## config.mk

```make
export PLATFORM = sky130hd
export DESIGN_NAME = decode_stage
export DESIGN_NICKNAME = d
export VERILOG_FILES = /design/src/rtl/riscv_pkg.sv /design/src/rtl/decode_stage_regfile.sv /design/src/rtl/decode_stage.sv
export SDC_FILE = /design/constraint.sdc
export NUM_CORES = 2
export LEC_CHECK = 0
export BUFFER_PORTS_ARGS = -buffer_cell sky130_fd_sc_hd__clkbuf_2
export CAP_MARGIN = 30
export CORE_UTILIZATION = 60
export DETAILED_ROUTE_END_ITERATION = 6
export GPL_TIMING_DRIVEN = 1
export PLACE_DENSITY = 0.77
export SYNTH_ARGS = -nofsm -noshare
export SYNTH_HDL_FRONTEND = slang
export SYNTH_HIERARCHICAL = 1
export SYNTH_SLANG_ARGS = --single-unit
```

## constraint.sdc

```tcl
create_clock -name clk -period 33.2 [get_ports clk]
set_clock_uncertainty 0.15 [all_clocks]
set_input_delay 1.66 -clock clk [delete_from_list [all_inputs] [get_ports clk]]
set_output_delay 1.66 -clock clk [all_outputs]
set_load 0.1 [all_outputs]
```

## src/rtl/riscv_pkg.sv

```systemverilog
// Shared RV32I decode constants: ALU opcodes, major opcodes, funct fields,
// and a helper that classifies an instruction word into format + ALU op.
package riscv_pkg;

    localparam int XLEN = 32;

    localparam logic [3:0] ALU_ADD = 4'd0;
    localparam logic [3:0] ALU_SUB = 4'd1;
    localparam logic [3:0] ALU_AND = 4'd2;
    localparam logic [3:0] ALU_OR  = 4'd3;
    localparam logic [3:0] ALU_XOR = 4'd4;
    localparam logic [3:0] ALU_LTU = 4'd5;
    localparam logic [3:0] ALU_GT  = 4'd6;

    localparam logic [6:0] OP_REG = 7'b0110011;
    localparam logic [6:0] OP_IMM = 7'b0010011;

    localparam logic [2:0] F3_ADD  = 3'b000;
    localparam logic [2:0] F3_SLTU = 3'b011;
    localparam logic [2:0] F3_XOR  = 3'b100;
    localparam logic [2:0] F3_OR   = 3'b110;
    localparam logic [2:0] F3_AND  = 3'b111;

    localparam logic [6:0] F7_BASE = 7'b0000000;
    localparam logic [6:0] F7_SUB  = 7'b0100000;

    typedef enum logic [1:0] {
        FMT_ILLEGAL = 2'd0,
        FMT_REG     = 2'd1,
        FMT_IMM     = 2'd2
    } fmt_t;

    typedef struct packed {
        fmt_t       fmt;
        logic [3:0] alu_op;
    } dec_t;

    // Unsupported encodings come back as FMT_ILLEGAL with ALU_ADD (opcode 0).
    function automatic dec_t decode_instr(input logic [31:0] instr);
        dec_t d;
        d.fmt    = FMT_ILLEGAL;
        d.alu_op = ALU_ADD;
        case (instr[6:0])
            OP_REG: begin
                d.fmt = FMT_REG;
                case ({instr[31:25], instr[14:12]})
                    {F7_BASE, F3_ADD}:  d.alu_op = ALU_ADD;
                    {F7_SUB,  F3_ADD}:  d.alu_op = ALU_SUB;
                    {F7_BASE, F3_AND}:  d.alu_op = ALU_AND;
                    {F7_BASE, F3_OR}:   d.alu_op = ALU_OR;
                    {F7_BASE, F3_XOR}:  d.alu_op = ALU_XOR;
                    {F7_BASE, F3_SLTU}: d.alu_op = ALU_LTU;
                    default:            d.fmt    = FMT_ILLEGAL;
                endcase
            end
            OP_IMM: begin
                d.fmt = FMT_IMM;
                case (instr[14:12])
                    F3_ADD:  d.alu_op = ALU_ADD;
                    F3_AND:  d.alu_op = ALU_AND;
                    F3_OR:   d.alu_op = ALU_OR;
                    F3_XOR:  d.alu_op = ALU_XOR;
                    F3_SLTU: d.alu_op = ALU_LTU;
                    default: d.fmt    = FMT_ILLEGAL;
                endcase
            end
            default: d.fmt = FMT_ILLEGAL;
        endcase
        return d;
    endfunction

endpackage

```

## src/rtl/decode_stage_regfile.sv

```systemverilog
// 2R1W register file with x0 hardwired to zero. With DECODE_BYPASS_EN defined,
// a same-cycle writeback is forwarded to a matching read port.
module regfile #(
    parameter int XLEN  = 32,
    parameter int NREGS = 32
) (
    input  logic            clk,
    input  logic            rst,
    input  logic [4:0]      rs1_addr,
    input  logic [4:0]      rs2_addr,
    output logic [XLEN-1:0] rs1_data,
    output logic [XLEN-1:0] rs2_data,
    input  logic            wb_en,
    input  logic [4:0]      wb_rd,
    input  logic [XLEN-1:0] wb_data
);

    logic [XLEN-1:0] regs [NREGS];
    logic            rs1_hit;
    logic            rs2_hit;

    always_ff @(posedge clk or posedge rst) begin
        if (rst) begin
            for (int i = 0; i < NREGS; i++) begin
                regs[i] <= '0;
            end
        end else if (wb_en && wb_rd != 5'd0) begin
            regs[wb_rd] <= wb_data;
        end
    end

`ifdef DECODE_BYPASS_EN
    assign rs1_hit = wb_en && (wb_rd == rs1_addr);
    assign rs2_hit = wb_en && (wb_rd == rs2_addr);
`else
    assign rs1_hit = 1'b0;
    assign rs2_hit = 1'b0;
`endif

    // x0 check comes first so a forwarded write to x0 can never leak through.
    assign rs1_data = (rs1_addr == 5'd0) ? '0 : (rs1_hit ? wb_data : regs[rs1_addr]);
    assign rs2_data = (rs2_addr == 5'd0) ? '0 : (rs2_hit ? wb_data : regs[rs2_addr]);

endmodule

```

## src/rtl/decode_stage.sv

```systemverilog
// RV32I decode stage: ALU op + operands into a registered valid/ready slot,
// with a pending-bit scoreboard for RAW hazards. DECODE_BYPASS_EN enables writeback forwarding.
module decode_stage #(
    parameter int XLEN  = riscv_pkg::XLEN,
    parameter int NREGS = 32
) (
    input  logic            clk,
    input  logic            rst,
    input  logic            in_valid,
    output logic            in_ready,
    input  logic [31:0]     in_instr,
    input  logic            wb_en,
    input  logic [4:0]      wb_rd,
    input  logic [XLEN-1:0] wb_data,
    output logic            ex_valid,
    input  logic            ex_ready,
    output logic [3:0]      ex_opcode,
    output logic [XLEN-1:0] ex_num1,
    output logic [XLEN-1:0] ex_num2,
    output logic [4:0]      ex_rd,
    output logic            ex_wb_en,
    output logic            ex_illegal
);
    import riscv_pkg::*;

    logic [4:0]      rd;
    logic [4:0]      rs1;
    logic [4:0]      rs2;
    logic [11:0]     imm;
    dec_t            dec;
    logic            legal;
    logic            is_reg;
    logic            issue_wb;
    logic            stall;
    logic            accept;
    logic [XLEN-1:0] rs1_data;
    logic [XLEN-1:0] rs2_data;
    logic [XLEN-1:0] num2_sel;

    logic [NREGS-1:0] pending_reg;
    logic [NREGS-1:0] pending_next;
    logic [NREGS-1:0] wb_hit;
    logic [NREGS-1:0] busy;

    assign rd  = in_instr[11:7];
    assign rs1 = in_instr[19:15];
    assign rs2 = in_instr[24:20];
    assign imm = in_instr[31:20];

    assign dec      = decode_instr(in_instr);
    assign legal    = (dec.fmt != FMT_ILLEGAL);
    assign is_reg   = (dec.fmt == FMT_REG);
    assign issue_wb = legal && (rd != 5'd0);
    assign num2_sel = is_reg ? rs2_data : {{(XLEN-12){imm[11]}}, imm};

    regfile #(
        .XLEN  (XLEN),
        .NREGS (NREGS)
    ) u_regfile (
        .clk      (clk),
        .rst      (rst),
        .rs1_addr (rs1),
        .rs2_addr (rs2),
        .rs1_data (rs1_data),
        .rs2_data (rs2_data),
        .wb_en    (wb_en),
        .wb_rd    (wb_rd),
        .wb_data  (wb_data)
    );

    // Per-register scoreboard: a new issue to rd outranks a same-cycle clear.
    genvar gi;
    generate
        for (gi = 0; gi < NREGS; gi++) begin : g_sb
            assign wb_hit[gi] = wb_en && (wb_rd == 5'(gi)) && (gi != 0);
            assign pending_next[gi] = (accept && issue_wb && (rd == 5'(gi)))
                                    | (pending_reg[gi] & ~wb_hit[gi]);
`ifdef DECODE_BYPASS_EN
            assign busy[gi] = pending_reg[gi] & ~wb_hit[gi];
`else
            assign busy[gi] = pending_reg[gi];
`endif
        end
    endgenerate

    // Illegal encodings have no real sources, so they never wait on the scoreboard.
    assign stall    = legal && (busy[rs1] || (is_reg && busy[rs2]));
    assign in_ready = (!ex_valid || ex_ready) && !stall;
    assign accept   = in_valid && in_ready;

    always_ff @(posedge clk or posedge rst) begin
        if (rst) begin
            pending_reg <= '0;
            ex_valid    <= 1'b0;
            ex_opcode   <= '0;
            ex_num1     <= '0;
            ex_num2     <= '0;
            ex_rd       <= '0;
            ex_wb_en    <= 1'b0;
            ex_illegal  <= 1'b0;
        end else begin
            pending_reg <= pending_next;
            if (accept) begin
                ex_valid   <= 1'b1;
                ex_opcode  <= dec.alu_op;
                ex_num1    <= legal ? rs1_data : '0;
                ex_num2    <= legal ? num2_sel : '0;
                ex_rd      <= legal ? rd : 5'd0;
                ex_wb_en   <= issue_wb;
                ex_illegal <= !legal;
            end else if (ex_ready) begin
                ex_valid <= 1'b0;
            end
        end
    end

endmodule

```

Word-level counts from Yosys, hierarchy flattened
Index checks and enable logic that the tools add are counted.

Bitwise gates (word level): 97. Equal/unequal tests: 74. Multiply operators: 0. Div/mod/pow operators: 0. Magnitude comparators: 6. Multiplexer cells: 27. Shifts and indexed selects: 0. Reductions and logical operators: 87. $add $sub $neg: 0.

Operators with widths (number): 1024-bit bitwise mux (1); 32-bit binary-select mux with 5-bit select (2); 32-bit two-way mux (10); 32-bit demux with 5-bit select (1); 5-bit equality test (second input constant) (32); 5-bit by 4-bit equality test with 1-bit output (second input constant) (16); 1-bit logical AND (71); 5-bit by 3-bit equality test with 1-bit output (second input constant) (8); 1-bit bitwise OR (32); 1-bit AND (31); 1-bit inverter (31); 10-bit by 3-bit equality test with 1-bit output (second input constant) (3); 5-bit by 2-bit equality test with 1-bit output (second input constant) (4); 6-bit >= comparator (second input constant) (3); 5-bit inverter with 6-bit output (3); 5-bit logical NOT (3); 3-bit one-hot mux with 5 select lines (1); 5-bit by 6-bit < comparator with 1-bit output (second input constant) (2); 3-bit one-hot mux with 4 select lines (1); 1-bit binary-select mux with 5-bit select (2); 10-bit by 2-bit equality test with 1-bit output (second input constant) (1); 10-bit by 9-bit equality test with 1-bit output (second input constant) (1); 5-bit by 1-bit equality test with 1-bit output (second input constant) (2); 10-bit logical NOT (1); other kinds (18) (29).

Input port bits: 74. Register bits: 1132. Latch bits: 0. Output and inout port bits: 77. Bits in writable memories: 0. ROM bits: 0. Word-level logic and storage cells: 331. Memories: 0.

Longest topological paths before layout
Depth after elaboration: 14. Depth in mapped cells: 10. Mapped depth without buffers: 7.

Hierarchy
The synthesis kept the hierarchy.

By module, submodules not included: regfile (instances 1, sequential area each 25624.6 um^2, area an instance 54907.7 um^2, cells an instance 3614); decode_stage (instances 1, sequential area each 2677.6 um^2, area an instance 5326.4 um^2, cells an instance 483).

Worst setup path before layout
No wires, ideal clock.

Path type: input-to-output. From: input port in_instr[20]. To: output port in_ready. Setup slack: 26932 ps. Data required time: 31390 ps. Path buffers: 1. Arrival: 4458 ps. Stages on the path: 7. Cells stage by stage: buf_6 -> mux4_2 -> mux2_2 -> nor3b_1 -> a2111o_2 -> a21boi_0 -> a21oi_1.

Longest elaborated chain between the ends: 7.

Ends and longest elaborated chain: from (decl) (RTL line decode_stage.sv:11) `input logic [31:0] in_instr,`; 1-bit binary-select mux with 5-bit select (RTL line decode_stage.sv:87) `assign stall = legal && (busy[rs1] || (is_reg && busy[rs2]));`; 1-bit two-way mux (implied by the code) (RTL line decode_stage.sv:87); 1-bit logical AND (RTL line decode_stage.sv:87); 1-bit logical OR (RTL line decode_stage.sv:87); 1-bit logical AND (RTL line decode_stage.sv:87); 1-bit logical NOT (RTL line decode_stage.sv:88) `assign in_ready = (!ex_valid || ex_ready) && !stall;`; 1-bit logical AND (RTL line decode_stage.sv:88); to (decl) (RTL line decode_stage.sv:10) `output logic in_ready,`.

Every way passes these cells. The select of a mux whose other input is x is not followed.

Worst setup path after layout
From: input port in_instr[23]. To: output port in_ready.

The elaborated chain is that of the path after synthesis.

==> impl_metrics.prom <==
# TYPE chip_impl_metric gauge
chip_impl_info{name="outcome",value="finished clean"} 1
chip_impl_metric{name="start_util",unit="%"} 60.9
chip_impl_metric{name="max_freq",unit="MHz"} 148
chip_impl_metric{name="vdd_ir_drop_max",unit="mV"} 0.0417
chip_impl_info{name="largest_family_of_logic_cells_by_synthesized_area",value="multiplexers"} 1
chip_impl_metric{name="synthesized_instance_count",unit=""} 4097
chip_impl_info{name="worst_r2r_startpoint",value="busy[27]"} 1
chip_impl_metric{name="muxShareOfSynthArea",unit="%"} 40.1
chip_impl_info{name="worst-setup-path-type",value="primary input to primary output"} 1
chip_impl_metric{name="number_of_vias_per_cell",unit=""} 7.53
chip_impl_metric{name="core_area",unit="um^2"} 98900
chip_impl_metric{name="cts.sink_count",unit=""} 1131
chip_impl_info{name="rr_endpoint",value="ex_num1[23]"} 1
chip_impl_metric{name="cts-htree-levels",unit=""} 3
chip_impl_metric{name="cts_post_setup_buffers_inserted",unit=""} 0
chip_impl_metric{name="wl_per_cell",unit="um"} 34.5
chip_impl_metric{name="cts-root-to-sink-buffers",unit=""} 3
chip_impl_info{name="hold_path_end",value="u_regfile/regs[1000]"} 1
chip_impl_metric{name="hold_viol",unit=""} 0
chip_impl_metric{name="post_layout_nonfiller_instances",unit=""} 5405
chip_impl_metric{name="syn2layout_area_growth",unit="%"} 8.31
chip_impl_info{name="most-common-layout-cells",value="dfrtp_1 (1131), mux2_2 (1023), mux4_2 (428), mux2i_1 (167), clkbuf_2 (143)"} 1
chip_impl_metric{name="setup_total_negative_slack",unit="ps"} 0
chip_impl_metric{name="vias",unit=""} 40677
chip_impl_metric{name="final.min_clock_period",unit="ps"} 6740
chip_impl_metric{name="global_route.overflow_total",unit=""} 0
chip_impl_metric{name="post_cts_resize_count",unit=""} 0
chip_impl_metric{name="syn-mean-instance-area",unit="um^2"} 14.7
chip_impl_metric{name="port_buffers",unit=""} 149
chip_impl_info{name="grt_setup_unrepaired",value="no"} 1
chip_impl_metric{name="power.internal",unit="mW"} 2.85
chip_impl_metric{name="hold_depth",unit=""} 0
chip_impl_info{name="ctsRootBufferMaster",value="clkbuf_16"} 1
chip_impl_metric{name="power.sequential.fraction",unit="%"} 46.1
chip_impl_metric{name="final_min_period_over_clock_period",unit="%"} 20.3
chip_impl_info{name="final_common_cell",value="dfrtp_1"} 1
chip_impl_info{name="critical-path-slowest-cell",value="clkbuf_2"} 1
chip_impl_metric{name="number_of_global_route_vias_before_repair",unit=""} 40163
chip_impl_metric{name="netSwitchingFraction",unit="%"} 26.7
chip_impl_metric{name="synth-async-reset-ratio",unit="%"} 100
chip_impl_metric{name="power.density_cell_area",unit="nW/um^2"} 59.6
chip_impl_metric{name="routed_wirelength",unit="um"} 187000
chip_impl_metric{name="synth_edf_count",unit=""} 0
chip_impl_metric{name="maxCapViolations",unit=""} 0
chip_impl_metric{name="critical_path.max_fanout",unit=""} 26
chip_impl_metric{name="final.setup.worst_slack",unit="ps"} 26460
chip_impl_metric{name="timing.max_slew.rel_slack",unit="%"} 27.6
chip_impl_metric{name="cts.hold.buffers_added",unit=""} 0
chip_impl_info{name="tritoncts_clock_tree",value="built"} 1
chip_impl_metric{name="timing.critical_path.slowest_cell_delay",unit="ps"} 620
chip_impl_metric{name="netlist-cell-type-count",unit=""} 65
chip_impl_metric{name="final_layout_size_suffix_gt1_share",unit="%"} 47.6
chip_impl_metric{name="floorplan.die.height",unit="um"} 319
chip_impl_metric{name="synth-compound-area-share",unit="%"} 6.11
chip_impl_metric{name="cts_buffers",unit=""} 117
chip_impl_info{name="critical_path.cell_chain",value="clkbuf_2 -> buf_4 -> mux4_2 -> mux2_2 -> a21oi_1 -> a2111o_2 -> a21boi_0 -> a21oi_1 -> clkbuf_2"} 1
chip_impl_metric{name="pwr-share-comb",unit="%"} 18.8
chip_impl_metric{name="post_synthesis_adder_cell_area_fraction",unit="%"} 0
chip_impl_metric{name="seq_area_frac_synth",unit="%"} 47.0
chip_impl_metric{name="rrSetupSlack",unit="ps"} 29910
chip_impl_metric{name="dp_hpwl",unit="um"} 107000
chip_impl_metric{name="synth_area",unit="um^2"} 60200
chip_impl_metric{name="antenna_found_initial",unit=""} 11
chip_impl_metric{name="pwr-share-clk",unit="%"} 35.1
chip_impl_metric{name="post_synth_xor_area_fraction",unit="%"} 0.0145
chip_impl_metric{name="fp.dieW",unit="um"} 319
chip_impl_metric{name="setup_viol",unit=""} 0
chip_impl_metric{name="drt_iter0_drc",unit=""} 5473
chip_impl_info{name="critPathCaptureType",value="primary output"} 1
chip_impl_metric{name="rows",unit=""} 115
chip_impl_metric{name="grt_first_pass_wirelength",unit="um"} 275000
chip_impl_metric{name="gp_routability_congestion",unit=""} 0.955
chip_impl_metric{name="multi_input_comb_area",unit="um^2"} 29500
chip_impl_metric{name="pin_count",unit=""} 151
chip_impl_metric{name="dieArea",unit="um^2"} 102000
chip_impl_metric{name="drt_pass1_iterations",unit=""} 7
chip_impl_metric{name="synth.net_count",unit=""} 4171
chip_impl_metric{name="synth_simple_gate_area_share",unit="%"} 2.50
chip_impl_metric{name="layout.area.seq",unit="um^2"} 28300
chip_impl_metric{name="synth_warnings",unit=""} 6
chip_impl_metric{name="worstMarginPinSlew",unit="ps"} 1090
chip_impl_metric{name="ys_seq_elements",unit=""} 1131
chip_impl_metric{name="placed_cells_incl_taps",unit=""} 5165
chip_impl_metric{name="worst-endpoint-arrival",unit="ps"} 4930
chip_impl_metric{name="final_antenna_net_count",unit=""} 0
chip_impl_metric{name="clk_slew_on_worst_s_h_paths",unit="ps"} 60
chip_impl_metric{name="switchingPower",unit="mW"} 1.04
chip_impl_metric{name="drcViolationCount",unit=""} 0
chip_impl_metric{name="power.leakage",unit="nW"} 28.4
chip_impl_metric{name="drv_slew",unit=""} 0
chip_impl_metric{name="groute.usage.overall",unit="%"} 36.9
chip_impl_info{name="top_flip_flop_cell_by_instance_count_after_synthesis",value="dfrtp_1"} 1
chip_impl_metric{name="final_cell_area",unit="um^2"} 65200
chip_impl_metric{name="nNetsFinal",unit=""} 4079
chip_impl_metric{name="worst_skew_pair.late_latency",unit="ps"} 710
chip_impl_metric{name="worst_ep_required_time",unit="ps"} 31390
chip_impl_metric{name="pin_count_of_the_biggest_net_entering_global_routing",unit=""} 180
chip_impl_info{name="hold_path_startpoint",value="u_regfile/regs[1000]"} 1
chip_impl_metric{name="fillers",unit=""} 6882
chip_impl_info{name="worstHoldPathType",value="flop to flop"} 1
chip_impl_metric{name="post_placement_worst_setup_slack",unit="ps"} 26470
chip_impl_metric{name="fin_util",unit="%"} 66.0
chip_impl_metric{name="r2r.worst_path.cells",unit=""} 7
chip_impl_metric{name="placedInstanceArea",unit="um^2"} 61000
chip_impl_info{name="worst_setup_sp_type",value="primary input"} 1
==> synthesized netlist by cell type (4+ instances only) <==
cell type	instances	area [um^2]
a21oi_1	24	120
o31ai_1	19	143
a221oi_1	45	394
nand2_1	102	383
buf_4	68	510
a22oi_1	72	541
nor2_2	12	75.1
dfrtp_1	1131	28300
mux4_2	428	9640
a22o_1	44	385
nand3_1	12	60.1
nor3b_1	8	60.1
mux2_2	1023	11500
or2_2	4	25.0
nor2b_1	71	444
clkbuf_1	188	706
buf_2	146	731
inv_1	7	26.3
mux4_1	29	762
o2111ai_1	23	201
nor2_1	26	97.6
o21ai_0	68	340
mux2_1	45	507
a311oi_1	64	561
mux2i_1	167	1670
nand2b_1	10	62.6
nand3b_1	10	75.1
buf_6	47	529
a211oi_1	64	480
o21ai_1	87	435
==> cell families (layout without fill, tap and decap cells) <==
| group | count (synthesis) | after routing |
|---|---|---|
| XOR/XNOR | 1 | 1 |
| AO/OA/AOI/OAI | 519 | 519 |
| other | 1 | 19 |
| AND/OR/NAND/NOR | 284 | 284 |
| flip-flops | 1131 | 1131 |
| buffers and inverters | 468 | 471 |
| multiplexers | 1693 | 1693 |
==> layer usage <==
metal	wire length [um]	share of wire, %	track usage (%)
met5	63	0.034	0
met4	9380	5.0	17.0
met3	23400	13	11.9
met2	81600	44	52.5
met1	72300	39	51.9
==> worst max-delay path: cells and delay by family <==
family | cells | cell delay [ps]
AO/OA/AOI/OAI | 4 | 1150
multiplexers | 2 | 450
buffers and inverters | 3 | 1570
==> cell type report <==
class / instances / share of cell area [%]
multi-input combinational: 2498 / 45.3
sequential: 1131 / 43.4
clock buffer: 172 / 5.33
timing repair buffer: 248 / 2.64
tap: 1287 / 2.47
clock inverter: 42 / 0.792
inverter: 9 / 0.0729
antenna: 18 / 0.0690
==> per-stage QoR <==
stage               hold WS (ps)  total power, mW
finish                       242             3.89
global route                 252             4.02
CTS                          246             3.88
detailed placement           232             2.52
global placement             226             2.48
floorplan                    288             2.34
==> how the worst max path moves through the flow <==
stage / endpoint / slack [ps] / cells past startpoint / startpoint
global placement: in_ready / 26490 / 9 / in_instr[20]
finish: in_ready / 26460 / 9 / in_instr[23]
CTS: in_ready / 26460 / 9 / in_instr[20]
floorplan: u_regfile/regs[0] / 2570 / 1 / rst
detailed placement: in_ready / 26470 / 9 / in_instr[20]
global route: in_ready / 26310 / 9 / in_instr[16]
==> power by group through the flow <==
stage / combinational [mW] / clock (mW) / sequential (mW)
global placement: 0.698 / 0 / 1.79
global route: 0.770 / 1.43 / 1.82
CTS: 0.720 / 1.38 / 1.78
finish: 0.729 / 1.37 / 1.79
detailed placement: 0.717 / 0 / 1.80
floorplan: 0.586 / 0 / 1.76
==> registers in the layout, indices dropped and copies added (netlist names) <==
register / flops
ex_num2: 32
busy: 32
ex_opcode: 3
ex_valid: 1
ex_num1: 32
ex_rd: 5
ex_illegal: 1
u_regfile/regs: 1024
ex_wb_en: 1
No activity file was read; power rests on OpenSTA's default activity.
